`src/rtl/instr_fetch_unit.sv`:
```
// Instruction fetch: issues sequential imem reads, buffers in-order responses, flushes on redirect.
// Buffered instr appears one cycle after the response edge; requests stall once outstanding+buffered reach DEPTH.
module instr_fetch_unit #(
  parameter logic [31:0] RESET_PC = 32'h0000_0000,
  parameter int          DEPTH    = 2
) (
  input  logic        clk,
  input  logic        arst_n,
  input  logic        enable,
  output logic        imem_req_valid,
  input  logic        imem_req_ready,
  output logic [31:0] imem_addr,
  input  logic        imem_rsp_valid,
  input  logic [31:0] imem_rsp_data,
  output logic        instr_valid,
  input  logic        instr_ready,
  output logic [31:0] instr,
  output logic [31:0] instr_pc,
  output logic [6:0]  opcode,
  input  logic        redirect,
  input  logic [31:0] redirect_pc
);

  localparam int CNT_W = $clog2(DEPTH + 1);
  localparam int PTR_W = (DEPTH > 1) ? $clog2(DEPTH) : 1;
  localparam logic [CNT_W:0] DEPTH_W = (CNT_W + 1)'(DEPTH);

  typedef enum logic [1:0] {IDLE, RUN, DRAIN} state_t;

  typedef struct packed {
    logic [31:0] data;
    logic [31:0] pc;
  } entry_t;

  state_t           state_q, state_d;
  logic [31:0]      fetch_pc_q, fetch_pc_d;
  logic [31:0]      resp_pc_q, resp_pc_d;
  logic [CNT_W-1:0] count_q, count_d;
  logic [CNT_W-1:0] outstanding_q, outstanding_d;
  logic [CNT_W-1:0] drop_cnt_q, drop_cnt_d;
  logic [PTR_W-1:0] rd_ptr_q, rd_ptr_d;
  logic [PTR_W-1:0] wr_ptr_q, wr_ptr_d;
  entry_t           buf_q [DEPTH];

  logic [CNT_W:0]   inflight;
  logic             req_fire;
  logic             push;
  logic             pop;
  entry_t           head;

  function automatic logic [PTR_W-1:0] ptr_inc(input logic [PTR_W-1:0] p);
    return (p == PTR_W'(DEPTH - 1)) ? '0 : p + PTR_W'(1);
  endfunction

  // Buffered entries count against the request budget so the buffer can never overflow.
  assign inflight       = {1'b0, outstanding_q} + {1'b0, count_q};
  assign imem_req_valid = (state_q == RUN) && !redirect && (inflight < DEPTH_W);
  assign imem_addr      = fetch_pc_q;
  assign req_fire       = imem_req_valid && imem_req_ready;

  assign push = imem_rsp_valid && !redirect && (drop_cnt_q == '0);
  assign pop  = instr_valid && instr_ready && !redirect;

  assign head        = buf_q[rd_ptr_q];
  assign instr_valid = (count_q != '0);
  assign instr       = instr_valid ? head.data : '0;
  assign instr_pc    = instr_valid ? head.pc   : '0;
  assign opcode      = instr[6:0];

  always_comb begin
    state_d       = state_q;
    fetch_pc_d    = fetch_pc_q;
    resp_pc_d     = resp_pc_q;
    count_d       = count_q;
    outstanding_d = outstanding_q + CNT_W'(req_fire) - CNT_W'(imem_rsp_valid);
    drop_cnt_d    = drop_cnt_q;
    rd_ptr_d      = rd_ptr_q;
    wr_ptr_d      = wr_ptr_q;

    case (state_q)
      IDLE:    if (enable) state_d = RUN;
      RUN:     if (!enable) state_d = DRAIN;
      DRAIN: begin
        if (enable)                     state_d = RUN;
        else if (outstanding_q == '0)   state_d = IDLE;
      end
      default: state_d = IDLE;
    endcase

    if (req_fire) fetch_pc_d = fetch_pc_q + 32'd4;

    if (imem_rsp_valid && (drop_cnt_q != '0)) drop_cnt_d = drop_cnt_q - CNT_W'(1);

    if (push) begin
      resp_pc_d = resp_pc_q + 32'd4;
      wr_ptr_d  = ptr_inc(wr_ptr_q);
    end
    if (pop) rd_ptr_d = ptr_inc(rd_ptr_q);
    count_d = count_q + CNT_W'(push) - CNT_W'(pop);

    // Everything still in flight belongs to the old stream; a response landing now is already excluded.
    if (redirect) begin
      fetch_pc_d = redirect_pc;
      resp_pc_d  = redirect_pc;
      count_d    = '0;
      rd_ptr_d   = '0;
      wr_ptr_d   = '0;
      drop_cnt_d = outstanding_q - CNT_W'(imem_rsp_valid);
    end
  end

  always_ff @(posedge clk or negedge arst_n) begin
    if (!arst_n) begin
      state_q       <= IDLE;
      fetch_pc_q    <= RESET_PC;
      resp_pc_q     <= RESET_PC;
      count_q       <= '0;
      outstanding_q <= '0;
      drop_cnt_q    <= '0;
      rd_ptr_q      <= '0;
      wr_ptr_q      <= '0;
      for (int i = 0; i < DEPTH; i++) buf_q[i] <= '0;
    end else begin
      state_q       <= state_d;
      fetch_pc_q    <= fetch_pc_d;
      resp_pc_q     <= resp_pc_d;
      count_q       <= count_d;
      outstanding_q <= outstanding_d;
      drop_cnt_q    <= drop_cnt_d;
      rd_ptr_q      <= rd_ptr_d;
      wr_ptr_q      <= wr_ptr_d;
      if (push) buf_q[wr_ptr_q] <= '{data: imem_rsp_data, pc: resp_pc_q};
    end
  end

endmodule

```
`config.mk`:
```
export PLATFORM = sky130hd
export DESIGN_NAME = instr_fetch_unit
export DESIGN_NICKNAME = d
export VERILOG_FILES = /design/src/rtl/instr_fetch_unit.sv
export SDC_FILE = /design/constraint.sdc
export NUM_CORES = 1
export LEC_CHECK = 0
export ABC_AREA = 1
export BUFFER_PORTS_ARGS = -buffer_cell sky130_fd_sc_hd__clkbuf_2
export CAP_MARGIN = 20
export CORE_ASPECT_RATIO = 0.5
export CORE_MARGIN = 5
export CORE_UTILIZATION = 57
export DETAILED_ROUTE_END_ITERATION = 12
export PLACE_DENSITY = 0.88
export SLEW_MARGIN = 10
export SYNTH_ARGS = -nofsm -noshare
export SYNTH_HDL_FRONTEND = slang
export SYNTH_SLANG_ARGS = --single-unit
```
`constraint.sdc`:
```
create_clock -name clk -period 2.58 [get_ports clk]
set_input_delay 0 -clock clk [delete_from_list [all_inputs] [get_ports clk]]
set_output_delay 0 -clock clk [all_outputs]
set_load 0.01 [all_outputs]
```
==> run_summary.xml, run 1 <==
<?xml version="1.0" encoding="UTF-8"?>
<metrics>
  <group name="run_status">
    <metric name="outcome" unit="">completed</metric>
  </group>
  <group name="timing">
    <metric name="max-slew-margin-rel" unit="%">48.1</metric>
    <metric name="final_min_period_over_clock_period" unit="%">87.6</metric>
    <metric name="finClkSkew" unit="ns">0.00780</metric>
    <metric name="final_hold_viol_count" unit="">0</metric>
    <metric name="final_critical_path_setup_slack" unit="ns">0.320</metric>
    <metric name="max_freq" unit="GHz">0.443</metric>
    <metric name="final-max-slew-violation-count" unit="">0</metric>
    <metric name="worst-slew-pin-transition" unit="ns">0.778</metric>
    <metric name="totalNegativeSetupSlack" unit="ns">0</metric>
    <metric name="report.final.setup_viol" unit="">0</metric>
    <metric name="timing.final.crit_period" unit="ns">2.26</metric>
    <metric name="rsz0062_at_grt" unit="">no</metric>
  </group>
  <group name="logic_synthesis">
    <metric name="synth_top_area_cell" unit="">sky130_fd_sc_hd__dfrtp_1</metric>
    <metric name="most_area_consuming_cells_after_synthesis" unit="">sky130_fd_sc_hd__dfrtp_1 47%, sky130_fd_sc_hd__nand2_1 17%, sky130_fd_sc_hd__o21ai_2 4.9%</metric>
    <metric name="number_of_enable_flip_flop_cells_after_synthesis" unit="">0</metric>
    <metric name="ys_ff_latch" unit="">202</metric>
    <metric name="synth_fp_nets" unit="">1459</metric>
    <metric name="synth_ff_type" unit="">sky130_fd_sc_hd__dfrtp_1</metric>
    <metric name="async_flop_share" unit="%">100</metric>
    <metric name="sequential_fraction_of_the_synthesis_area" unit="%">47.4</metric>
    <metric name="synthMostInstantiatedCell" unit="">sky130_fd_sc_hd__nand2_1</metric>
    <metric name="post_syn_area" unit="um2">10700</metric>
    <metric name="post_synth_inst_count" unit="">1379</metric>
    <metric name="synth_largest_type_area_fraction" unit="%">47.4</metric>
    <metric name="synth_cell_type_count" unit="">38</metric>
    <metric name="ys.warnings.count" unit="">0</metric>
    <metric name="ys_top_cells_by_count" unit="">475 x sky130_fd_sc_hd__nand2_1, 202 x sky130_fd_sc_hd__dfrtp_1, 135 x sky130_fd_sc_hd__inv_1</metric>
    <metric name="postSynthAreaPerCell" unit="um2">7.73</metric>
  </group>
  <group name="grt">
    <metric name="grt_antenna_before_repair" unit="">0</metric>
    <metric name="grt_usage" unit="%">27.8</metric>
    <metric name="grt-ovfl-total" unit="">0</metric>
    <metric name="largest_net_degree_at_the_start_of_global_routing" unit="">129</metric>
    <metric name="global_route_wire_length_before_repair" unit="mm">49.7</metric>
    <metric name="first_global_vias" unit="">10159</metric>
  </group>
  <group name="final_layout">
    <metric name="total_inserted_antenna_cells" unit="">0</metric>
    <metric name="fin_nets" unit="">1677</metric>
    <metric name="areaGrowthSynthToFinish" unit="%">21.7</metric>
    <metric name="post_route_cells_drive_above_1_share" unit="%">19.0</metric>
    <metric name="stdcell_area" unit="um2">13000</metric>
    <metric name="final_util" unit="%">70.5</metric>
  </group>
  <group name="floorplan">
    <metric name="boundaryPins" unit="">176</metric>
    <metric name="start_util" unit="%">57.9</metric>
    <metric name="floorplan.core_area" unit="um2">18400</metric>
    <metric name="die_width" unit="um">203</metric>
    <metric name="fp.dieArea" unit="um2">21700</metric>
    <metric name="num_rows" unit="">35</metric>
    <metric name="die_h" unit="um">107</metric>
  </group>
  <group name="place">
    <metric name="port_buffers" unit="">175</metric>
    <metric name="place_area" unit="um2">11600</metric>
    <metric name="hpwlAfterDp" unit="mm">19.9</metric>
    <metric name="routability_driven_placement_congestion_ratio" unit="">0.953</metric>
    <metric name="dp_worst_setup_slack" unit="ns">0.376</metric>
  </group>
  <group name="worst_setup_path">
    <metric name="worst-setup-path-type" unit="">flip-flop to flip-flop</metric>
    <metric name="reg2reg_slack" unit="ns">0.32</metric>
    <metric name="cp_slowest_stage_delay" unit="ns">0.44</metric>
    <metric name="crit_path_start_kind" unit="">flip-flop</metric>
    <metric name="worstSetupEndpointType" unit="">flip-flop</metric>
    <metric name="cp_cell_sequence" unit="">nand2_1, inv_1, fa_1, nor2_1, nand4_2, ha_1, inv_1, ha_1, xnor2_1</metric>
    <metric name="required" unit="ns">2.96</metric>
    <metric name="arrival" unit="ns">2.64</metric>
    <metric name="critPathMaxFanout" unit="">6</metric>
    <metric name="critPathSlowestCell" unit="">sky130_fd_sc_hd__dfrtp_1</metric>
  </group>
  <group name="detailed_routing">
    <metric name="detail_route.iter0.violations" unit="">756</metric>
    <metric name="remaining_antenna_violation_count_after_routing" unit="">0</metric>
    <metric name="detail_routed_via_count_per_cell" unit="">5.54</metric>
    <metric name="routed_wl_per_cell" unit="um">16.4</metric>
    <metric name="detailedRoute.firstPassIterationCount" unit="">5</metric>
    <metric name="drt_wl_total" unit="mm">30.3</metric>
    <metric name="dr_total_vias" unit="">10233</metric>
    <metric name="drc" unit="">0</metric>
  </group>
  <group name="clocking">
    <metric name="post_cts_hold_buffer_count" unit="">72</metric>
    <metric name="tritoncts_clock_tree" unit="">yes</metric>
    <metric name="cts_setup_buffers" unit="">0</metric>
    <metric name="worstSkewPairLatency" unit="ns">0.49</metric>
    <metric name="tritoncts.num_buffers" unit="">19</metric>
    <metric name="h-tree-depth" unit="">1</metric>
    <metric name="cts.reportedPaths.clkPinSlew" unit="ns">0.07</metric>
    <metric name="ctsRootBufferMaster" unit="">sky130_fd_sc_hd__clkbuf_16</metric>
    <metric name="cts_max_path_buffers" unit="">3</metric>
    <metric name="post_cts.resized_instances" unit="">0</metric>
    <metric name="cts.sinks" unit="">202</metric>
  </group>
  <group name="pwr">
    <metric name="power_density" unit="nW/um2">879</metric>
    <metric name="worst_ir_drop_vdd" unit="mV">0.404</metric>
    <metric name="finalPower" unit="mW">11.4</metric>
    <metric name="power.static_leakage" unit="nW">6.55</metric>
  </group>
  <group name="hold_path">
    <metric name="hp-class" unit="">primary input to async pin</metric>
  </group>
  <group name="run">
    <metric name="maxCapViolations" unit="">0</metric>
  </group>
</metrics>
-- worst max-delay path, delay by kind of cell (launching register included) --
kind	cells	cell delay, ns
adders and majority gates	3	0.97
xor gates and xnor gates	1	0.13
and+or+nand+nor	3	0.52
DFF	1	0.44
buffers and inverters	2	0.09
-- cells by family after synthesis --
group	count (synthesis)	synth area share (%)
compound gates	277	15.7
xor+xnor	21	1.73
fa+ha+maj	9	1.13
simple gates	660	25.1
flops	202	47.4
buf+inv	210	8.86
-- registers in the layout, summed over array words and instances (netlist names) --
register       count
rd_ptr_q           1
buf_q            128
resp_pc_q         32
wr_ptr_q           1
outstanding_q      2
drop_cnt_q         2
count_q            2
imem_addr         32
state_q            2
-- area by class of cell --
class,count,area [um2]
fillers,1385,5420
clock inverters,4,48.8
flip-flops and latches,202,5060
multi-input cells,967,4680
well taps,240,300
repair buffers,268,1810
clock buffers,28,549
inverters,139,524
-- power breakdown --
part	leakage [nW]	switching [mW]	internal (mW)
Combinational	3.70	2.21	1.35
Clock	0.295	1.20	1.58
Sequential	2.56	0.761	4.31
-- per-stage QoR --
step           hold slack (ns)  std cells
2_1_floorplan           -0.296       1379
3_3_place_gp            0.0618       1744
3_5_place_dp            0.0606       1744
4_1_cts                  0.111       1848
5_1_grt                  0.149       1848
6_report                0.0805       1848
-- cells in the final DEF, fill, tap and decap left out, drive strengths merged --
cell / Yosys / routed
o211ai: 13 / 13
nand2: 480 / 480
nor3: 14 / 14
nand4: 8 / 8
o21bai: 6 / 6
a21boi: 1 / 1
xnor2: 4 / 4
nor2: 82 / 82
dfrtp: 202 / 202
o221ai: 2 / 2
inv: 139 / 140
ha: 8 / 8
nand3: 74 / 74
a31oi: 3 / 3
o21a: 1 / 1
buf: 43 / 21
a21oi: 86 / 86
fa: 1 / 1
clkinv: 0 / 2
dlygate4sd3: 0 / 72
bufinv: 0 / 1
o31ai: 1 / 1
and2: 2 / 2
o21ai: 164 / 164
xor2: 17 / 17
clkbuf: 28 / 203
-- final timing paths --
| check | start | endpoint | cells after the start |
|---|---|---|---|
| setup / recovery | count_q[0] | outstanding_q[1] | 9 |
| hold / removal | arst_n | imem_addr[4] | 2 |
| setup reg to reg | count_q[0] | outstanding_q[1] | 9 |
| hold reg to reg | buf_q[43] | buf_q[43] | 2 |
| max in group asynchronous | arst_n | buf_q[39] | 3 |
| min in group clk | enable | state_q[1] | 3 |
-- routing by layer --
layer / track usage (%) / up-vias / wire length, um
li1: - / 4840 / -
met1: 37.7 / 4861 / 12900
met2: 46.5 / 472 / 14400
met3: 4.47 / 60 / 2310
met4: 8.51 / 0 / 690
met5: 0 / - / 0
No activity file was read; power rests on OpenSTA's default activity.
==> run 2: changes to the inputs <==
- CORE_UTILIZATION: 57 -> 52
- PLACE_DENSITY: 0.88 -> 0.84
- clock period: 2.58 -> 1.9 ns (I/O delays scaled with it)
==> run_summary.xml, run 2 (synthesis gave the netlist of run 1 again) <==
<?xml version="1.0" encoding="UTF-8"?>
<metrics>
  <group name="timing">
    <metric name="final_critical_path_setup_slack" unit="ns">-0.171</metric>
    <metric name="report.final.setup_viol" unit="">25</metric>
    <metric name="finClkSkew" unit="ns">0.0258</metric>
    <metric name="totalNegativeSetupSlack" unit="ns">-1.12</metric>
    <metric name="finalHoldWorstSlack" unit="ns">0.00394</metric>
    <metric name="max_freq" unit="GHz">0.483</metric>
    <metric name="rsz0062_at_grt" unit="">yes</metric>
    <metric name="timing.final.crit_period" unit="ns">2.07</metric>
    <metric name="worst-slew-pin-transition" unit="ns">0.449</metric>
    <metric name="final_min_period_over_clock_period" unit="%">109</metric>
    <metric name="max-slew-margin-rel" unit="%">69.9</metric>
    <metric name="final_hold_viol_count" unit="">0</metric>
    <metric name="final-max-slew-violation-count" unit="">0</metric>
  </group>
  <group name="clocking">
    <metric name="cts.sinks" unit="">202</metric>
    <metric name="tritoncts_clock_tree" unit="">yes</metric>
    <metric name="tritoncts.num_buffers" unit="">20</metric>
    <metric name="cts.reportedPaths.clkPinSlew" unit="ns">0.06</metric>
    <metric name="worstSkewPairLatency" unit="ns">0.50</metric>
    <metric name="ctsRootBufferMaster" unit="">sky130_fd_sc_hd__clkbuf_16</metric>
    <metric name="cts_max_path_buffers" unit="">3</metric>
    <metric name="h-tree-depth" unit="">1</metric>
  </group>
  <group name="final_layout">
    <metric name="stdcell_count" unit="">1919</metric>
    <metric name="fin_nets" unit="">1712</metric>
    <metric name="max_flop_register" unit="">buf_q</metric>
    <metric name="post_route_cells_drive_above_1_share" unit="%">23.2</metric>
    <metric name="stdcell_area" unit="um2">13800</metric>
    <metric name="filler_cell_count" unit="">1550</metric>
    <metric name="layout.cells.most_common" unit="">sky130_fd_sc_hd__nand2_1</metric>
    <metric name="areaGrowthSynthToFinish" unit="%">29.6</metric>
    <metric name="total_inserted_antenna_cells" unit="">0</metric>
    <metric name="final_util" unit="%">68.0</metric>
    <metric name="layout_common_cells" unit="">467 x sky130_fd_sc_hd__nand2_1, 201 x sky130_fd_sc_hd__dfrtp_1, 173 x sky130_fd_sc_hd__clkbuf_2</metric>
    <metric name="largest_register_ff_count" unit="">128</metric>
  </group>
  <group name="grt">
    <metric name="global_route_wire_length_before_repair" unit="mm">49.4</metric>
    <metric name="first_global_vias" unit="">9756</metric>
    <metric name="largest_net_degree_at_the_start_of_global_routing" unit="">73</metric>
    <metric name="grt-ovfl-total" unit="">0</metric>
    <metric name="grt_usage" unit="%">25.2</metric>
    <metric name="grt_antenna_before_repair" unit="">0</metric>
  </group>
  <group name="worst_setup_path">
    <metric name="required" unit="ns">2.28</metric>
    <metric name="critPathSlowestCell" unit="">sky130_fd_sc_hd__fa_1</metric>
    <metric name="crit_path_start_kind" unit="">flip-flop</metric>
    <metric name="cp_slowest_stage_delay" unit="ns">0.49</metric>
    <metric name="arrival" unit="ns">2.45</metric>
    <metric name="crit_buf_inv" unit="">2</metric>
    <metric name="regToRegEndpoint" unit="">outstanding_q[1]</metric>
    <metric name="cpLargestDelayFamily" unit="">adder cells</metric>
    <metric name="critPathMaxFanout" unit="">4</metric>
    <metric name="worstSetupEndpointType" unit="">flip-flop</metric>
    <metric name="reg2reg_slack" unit="ns">-0.17</metric>
    <metric name="worstSetupStartpoint" unit="">outstanding_q[0]</metric>
    <metric name="timing.rr.start" unit="">outstanding_q[0]</metric>
    <metric name="cp_cell_sequence" unit="">nand2_1, inv_2, fa_1, nor2_4, nand4_4, ha_4, inv_2, ha_4, xnor2_1</metric>
    <metric name="r2r.worst_path.cells" unit="">9</metric>
    <metric name="worst-setup-path-type" unit="">flip-flop to flip-flop</metric>
  </group>
  <group name="detailed_routing">
    <metric name="detail_route.iter0.violations" unit="">1004</metric>
    <metric name="remaining_antenna_violation_count_after_routing" unit="">0</metric>
    <metric name="dr_total_vias" unit="">10350</metric>
    <metric name="detailedRoute.firstPassIterationCount" unit="">7</metric>
    <metric name="detail_routed_via_count_per_cell" unit="">5.39</metric>
    <metric name="drt_wl_total" unit="mm">31.5</metric>
    <metric name="drc" unit="">0</metric>
    <metric name="routed_wl_per_cell" unit="um">16.4</metric>
  </group>
  <group name="floorplan">
    <metric name="start_util" unit="%">52.4</metric>
    <metric name="die_width" unit="um">212</metric>
    <metric name="fp.dieArea" unit="um2">23600</metric>
    <metric name="die_h" unit="um">111</metric>
    <metric name="boundaryPins" unit="">176</metric>
    <metric name="floorplan.core_area" unit="um2">20300</metric>
    <metric name="num_rows" unit="">37</metric>
  </group>
  <group name="run_status">
    <metric name="failing_checks" unit="">negative setup slack</metric>
    <metric name="outcome" unit="">finished, violations left</metric>
  </group>
  <group name="pwr">
    <metric name="finalPower" unit="mW">16.6</metric>
    <metric name="worst_ir_drop_vdd" unit="mV">0.534</metric>
    <metric name="power_density" unit="nW/um2">1210</metric>
    <metric name="power.static_leakage" unit="nW">6.91</metric>
  </group>
  <group name="run">
    <metric name="maxCapViolations" unit="">0</metric>
  </group>
  <group name="hold_path">
    <metric name="hp-class" unit="">primary input to async pin</metric>
  </group>
  <group name="place">
    <metric name="numPlacedInstances" unit="">1792</metric>
    <metric name="routability_driven_placement_congestion_ratio" unit="">0.922</metric>
    <metric name="port_buffers" unit="">175</metric>
    <metric name="dp_worst_setup_slack" unit="ns">-0.131</metric>
    <metric name="place_area" unit="um2">11900</metric>
    <metric name="hpwlAfterDp" unit="mm">19.8</metric>
  </group>
</metrics>
## run 2: changes by cell type in the layout (fill, tap and decap cells not counted), sizes merged
cell / change
buf: +31
bufinv: +1
clkbuf: +2
clkinv: +4
clkinvlp: +1
dlygate4sd3: +1
inv: -2
## run 2: final cells by class
cell class / count / area, um2 / share of cell area, %
sequential: 202 / 5060 / 36.6
multi-input combinational: 967 / 4870 / 35.3
timing repair buffer: 302 / 2290 / 16.6
clock buffer: 28 / 602 / 4.36
inverter: 139 / 552 / 4.00
tap: 273 / 342 / 2.47
clock inverter: 8 / 96.3 / 0.698
## run 2: timing repair
| action | CTS | global route |
|---|---|---|
| pin swaps | 6 | 6 |
| endpoints found under the setup margin | 40 | 105 |
| hold buffers | 73 | 0 |
| gates cloned | 0 | 4 |
| setup buffers | 5 | 10 |
| gates resized for setup | 29 | 49 |
| hold endpoints to repair | 335 | 0 |
## run 2: worst max path at each step
stage                        to  slack, ns  cells after the start
5_1_grt        outstanding_q[1]      -0.25                      9
3_5_place_dp      imem_addr[20]      -0.13                     10
4_1_cts        outstanding_q[1]      -0.11                      9
3_3_place_gp   outstanding_q[1]      -0.08                      9
6_report       outstanding_q[1]      -0.17                      9
2_1_floorplan  outstanding_q[1]      -0.21                     10
## run 2: metal layers
layer	up-vias	global-route usage (%)	routed length [um]
li1	4913	-	-
met1	4880	36.4	13800
met3	82	3.39	2150
met2	475	40.0	14600
met4	0	7.50	871
met5	-	0	0
## run 2: report_power, final
group / switching (mW) / internal, mW
registers: 0.989 / 5.84
logic: 3.32 / 2.29
clock network: 1.71 / 2.49
total: 6.01 / 10.6
